`config.mk`:
```
export PLATFORM = sky130hd
export DESIGN_NAME = nes_controller_device
export DESIGN_NICKNAME = d
export VERILOG_FILES = /design/src/rtl/nes_controller_device.sv
export SDC_FILE = /design/constraint.sdc
export NUM_CORES = 1
export LEC_CHECK = 0
export ABC_AREA = 1
export CELL_PAD_IN_SITES_DETAIL_PLACEMENT = 0
export CELL_PAD_IN_SITES_GLOBAL_PLACEMENT = 2
export CORE_MARGIN = 3
export CORE_UTILIZATION = 31
export DETAILED_ROUTE_END_ITERATION = 10
export PLACE_DENSITY_LB_ADDON = 0.2
export SLEW_MARGIN = 20
export SYNTH_ARGS = -nofsm -noshare
export SYNTH_HDL_FRONTEND = slang
export SYNTH_SLANG_ARGS = --single-unit
export TNS_END_PERCENT = 10
```
`constraint.sdc`:
```
create_clock -name clk -period 1.9 [get_ports clk]
set_input_delay 0.38 -clock clk [delete_from_list [all_inputs] [get_ports clk]]
set_output_delay 0.38 -clock clk [all_outputs]
set_load 0.02 [all_outputs]
```
`src/rtl/nes_controller_device.sv`:
```
// Controller-side NES pad link: a 4021-style parallel-in/serial-out shifter
// driven by the host's latch and clock pins, after synchronization into clk.
module nes_controller_device #(
   parameter int SYNC_STAGES = 2
) (
   input  logic       clk,
   input  logic       i_rst_n,
   input  logic [7:0] i_buttons,
   input  logic       i_controller_latch,
   input  logic       i_controller_clock,
   output logic       o_controller_data,
   output logic       o_latched,
   output logic       o_frame_active,
   output logic [3:0] o_bit_index
);

   typedef enum logic [1:0] {IDLE, LOAD, SHIFT, EXHAUSTED} state_t;

   state_t                 state, state_n;
   logic [SYNC_STAGES-1:0] latch_sync, clock_sync;
   logic                   latch_d, clock_d;
   logic                   latch_s, clock_s, latch_fall, clock_rise;
   logic [7:0]             shreg, shreg_n;
   logic                   data_n, latched_n, active_n;
   logic [3:0]             idx_n;

   // Synchronizer chains plus one history flop each; clock line idles high
   always_ff @(posedge clk or negedge i_rst_n) begin
      if (!i_rst_n) begin
         latch_sync <= '0;
         clock_sync <= '1;
         latch_d    <= 1'b0;
         clock_d    <= 1'b1;
      end else begin
         latch_sync <= {latch_sync[SYNC_STAGES-2:0], i_controller_latch};
         clock_sync <= {clock_sync[SYNC_STAGES-2:0], i_controller_clock};
         latch_d    <= latch_sync[SYNC_STAGES-1];
         clock_d    <= clock_sync[SYNC_STAGES-1];
      end
   end

   assign latch_s    = latch_sync[SYNC_STAGES-1];
   assign clock_s    = clock_sync[SYNC_STAGES-1];
   assign latch_fall = latch_d & ~latch_s;
   assign clock_rise = clock_s & ~clock_d;

   // Next-state and datapath; a high latch overrides everything, including
   // a clock edge arriving in the same cycle
   always_comb begin
      state_n   = state;
      shreg_n   = shreg;
      data_n    = o_controller_data;
      idx_n     = o_bit_index;
      active_n  = o_frame_active;
      latched_n = 1'b0;
      if (latch_s) begin
         // transparent parallel load, like the 4021 with P/S high
         state_n  = LOAD;
         shreg_n  = i_buttons;
         data_n   = ~i_buttons[7];
         idx_n    = 4'd0;
         active_n = 1'b0;
      end else begin
         case (state)
            IDLE: data_n = 1'b1;
            LOAD: begin
               // snapshot is whatever the last load cycle captured
               if (latch_fall) begin
                  state_n   = SHIFT;
                  latched_n = 1'b1;
                  active_n  = 1'b1;
                  data_n    = ~shreg[7];
               end
            end
            SHIFT: begin
               if (clock_rise) begin
                  shreg_n = {shreg[6:0], 1'b0};
                  idx_n   = o_bit_index + 4'd1;
                  data_n  = ~shreg[6];
                  if (o_bit_index == 4'd7) begin
                     state_n  = EXHAUSTED;
                     active_n = 1'b0;
                     data_n   = 1'b1;
                  end
               end
            end
            EXHAUSTED: begin
               data_n = 1'b1;
               idx_n  = 4'd8;
            end
            default: state_n = IDLE;
         endcase
      end
   end

   // State and output registers
   always_ff @(posedge clk or negedge i_rst_n) begin
      if (!i_rst_n) begin
         state             <= IDLE;
         shreg             <= 8'h00;
         o_controller_data <= 1'b1;
         o_latched         <= 1'b0;
         o_frame_active    <= 1'b0;
         o_bit_index       <= 4'd0;
      end else begin
         state             <= state_n;
         shreg             <= shreg_n;
         o_controller_data <= data_n;
         o_latched         <= latched_n;
         o_frame_active    <= active_n;
         o_bit_index       <= idx_n;
      end
   end

endmodule

```
==> flow_summary.json <==
{
  "outcome": "finished clean",
  "vias": 870,
  "die-area_um2": 4320,
  "initial_utilization_pct": 32.6,
  "io_buffers": 18,
  "slowest_delay_ns": 0.63,
  "ctsHoldBuffers": 0,
  "p_leak_uw": 0.000640,
  "synthArstFlopShare_pct": 100,
  "period_share_pct": 92.8,
  "nets": 163,
  "p_int_uw": 903,
  "grt_max_degree": 24,
  "htree_levels": 1,
  "netlist_area_um2": 1100,
  "crit_path_end_kind": "output port",
  "routed_via_density": 4.55,
  "die_height_um": 65.7,
  "boundaryPins": 19,
  "maxSlewViolCount": 0,
  "cts_sinks": 23,
  "p_sw_share_pct": 38.0,
  "grt_pass1_vias": 848,
  "num_antenna_cells": 0,
  "synth_area_leaders": "dfrtp_1, nand2_1, dfstp_2, o21ai_0, ha_1",
  "slowest_stage": "clkdlybuf4s50_1",
  "syn_area_per_cell_um2": 8.91,
  "synth_top_cell_area_share_pct": 43.0,
  "period_needed_ns": 1.76,
  "cp-start-kind": "flip-flop",
  "grt_pass1_wl_um": 3810,
  "cp_data_required_time_ns": 1.52,
  "crit_family": "buffers and inverters",
  "synth_warnings": 0,
  "fp-row-count": 21,
  "numCtsBuffers": 3,
  "switchingPower_uw": 554,
  "overflow": 0,
  "crit_arrival_ns": 1.38,
  "rsz0062_at_grt": "false",
  "final_cells": 191,
  "ant_nets": 0,
  "p_clk_share_pct": 16.5,
  "drc": 0,
  "place_congestion": 0.740,
  "synth_ff_type": "dfrtp_1",
  "finClkSkew_ns": 0.00305,
  "vdd_drop_max_mv": 0.554,
  "p_per_area_nw_per_um2": 1070,
  "clk_latency_ns": 0.32,
  "maxCapViolCount": 0,
  "yosysMostFrequentCell": "nand2_1",
  "ys_ff_latch": 23,
  "yosysSeqAreaShare_pct": 52.5,
  "synth_top_area_cell": "dfrtp_1",
  "cts.reportedPaths.clkPinSlew_ns": 0.14,
  "finalSetupViolations": 0,
  "drt-pass1-iter-count": 2,
  "die_w_um": 65.7,
  "seq_power_share_pct": 45.3,
  "area_growth_pct": 23.3,
  "path_cells": "clkdlybuf4s50_1",
  "antenna_found_initial": 0,
  "root_buffer": "clkbuf_4",
  "wl_per_cell_um": 10.9,
  "crit_fanout": 6,
  "crit_buf_inv": 1,
  "netlist_top_cells_count": "nand2_1, dfrtp_1, inv_1, o21ai_0, nor2_1",
  "syn_inst": 124,
  "core_um2": 3390,
  "setup_tns_ns": 0,
  "hp-class": "flip-flop to flip-flop",
  "drt_iter0_markers": 24,
  "syn_nets": 141,
  "synth_edf_count": 0,
  "ys_types": 21,
  "dp_cells": 187,
  "dp_hpwl_um": 1530,
  "routed_wl_um": 2080,
  "fmax_mhz": 567,
  "clockBufferDepth": 2,
  "tightest_slew_ns": 0.292,
  "track_usage_pct": 11.7,
  "cts_tree": "built",
  "drive_gt1_share_pct": 13.8,
  "comb_power_share_pct": 38.1,
  "utilization_pct": 40.2,
  "hold_violations": 0,
  "slew_headroom_pct": 80.6,
  "criticalPathCategory": "flip-flop to output port"
}
[flip-flops by register name, summed over array words and instances (netlist names)]
signal and flops:
clock_d 1, clock_sync 2, latch_d 1, latch_sync 2, o_bit_index 4, o_controller_data 1
o_frame_active 1, o_latched 1, shreg 8, state 2
[worst register-to-register path: stages, from the launching register on]
cell and delay [ns]:
dfrtp_1 0.44, inv_1 0.06, ha_1 0.26, nor2_1 0.20, inv_2 0.08, o21ai_4 0.19
nor2_1 0.06, nand2_1 0.06, nand2_1 0.04
[what timing repair did]
action,in CTS,in global routing
buffers inserted,0,0
hold endpoints to repair,0,0
resized for setup,0,1
endpoints found under the setup margin,0,1
[metrics by stage]
stage | power, uW | cell area, um2 | hold slack (ns) | setup WS, ns
floorplan | 1050 | 1100 | 0.0844 | 0.561
global placement | 1230 | 1330 | 0.333 | 0.422
detailed placement | 1240 | 1330 | 0.336 | 0.411
CTS | 1490 | 1360 | 0.368 | 0.0267
global route | 1590 | 1360 | 0.375 | 0.0345
finish | 1460 | 1360 | 0.365 | 0.137
[worst paths after layout]
path / start / endpoint / slack [ns] / depth (start not counted)
max: o_bit_index[2] / o_bit_index[2] / 0.14 / 1
min: latch_sync[0] / latch_sync[1] / 0.37 / 0
max reg2reg: state[0] / o_bit_index[3] / 0.42 / 8
min reg2reg: latch_sync[0] / latch_sync[1] / 0.37 / 0
max in group asynchronous: i_rst_n / clock_sync[0] / 1.22 / 2
min in group asynchronous: i_rst_n / shreg[0] / 0.40 / 2
[final cells by class]
cell class                 count  area (um2)
sequential                    23         581
fill                         338        2030
clock inverter                 1        7.51
tap                           46        57.6
multi-input combinational     83         440
timing repair buffer          20         198
clock buffer                   3        22.5
inverter                      15        56.3
[cells in the final DEF, fill, tap and decap left out]
| cell type | n |
|---|---|
| clkdlybuf4s50_1 | 17 |
| a21oi_1 | 6 |
| clkinvlp_4 | 1 |
| nand3_1 | 5 |
| inv_2 | 2 |
| nor3_1 | 4 |
| nand2_2 | 2 |
| inv_1 | 13 |
| buf_4 | 2 |
| o21ai_0 | 13 |
| a31oi_1 | 1 |
| nand2_1 | 30 |
| nand3_2 | 2 |
| nand4_1 | 1 |
| or2_2 | 1 |
| clkbuf_4 | 3 |
| dfrtp_1 | 19 |
| ha_1 | 5 |
| nor2_1 | 8 |
| dfstp_2 | 4 |
| o21ai_4 | 1 |
| o211ai_1 | 2 |
| dlymetal6s2s_1 | 1 |
| nor2_2 | 2 |
[per-layer routing]
layer	GRT usage, %	routed length (um)
met1	14.1	975
met2	18.8	973
met3	4.10	93
met4	4.92	37
met5	0	0
[power by group through the flow]
stage / clock network [uW] / registers (uW) / logic [uW]
after floorplan: 0 / 704 / 345
after global routing: 277 / 674 / 644
after detailed placement: 0 / 672 / 564
after global placement: 0 / 669 / 560
after CTS: 255 / 663 / 567
final: 241 / 661 / 556
[cells by family (layout without fill, tap and decap cells)]
group	after synthesis	count (layout)	share of synthesized area (%)
buf+inv	18	39	7.59
fa+ha+maj	5	5	5.66
flops	23	23	52.5
compound gates	23	23	12.0
simple gates	55	55	22.2
No activity file was read; power rests on OpenSTA's default activity.
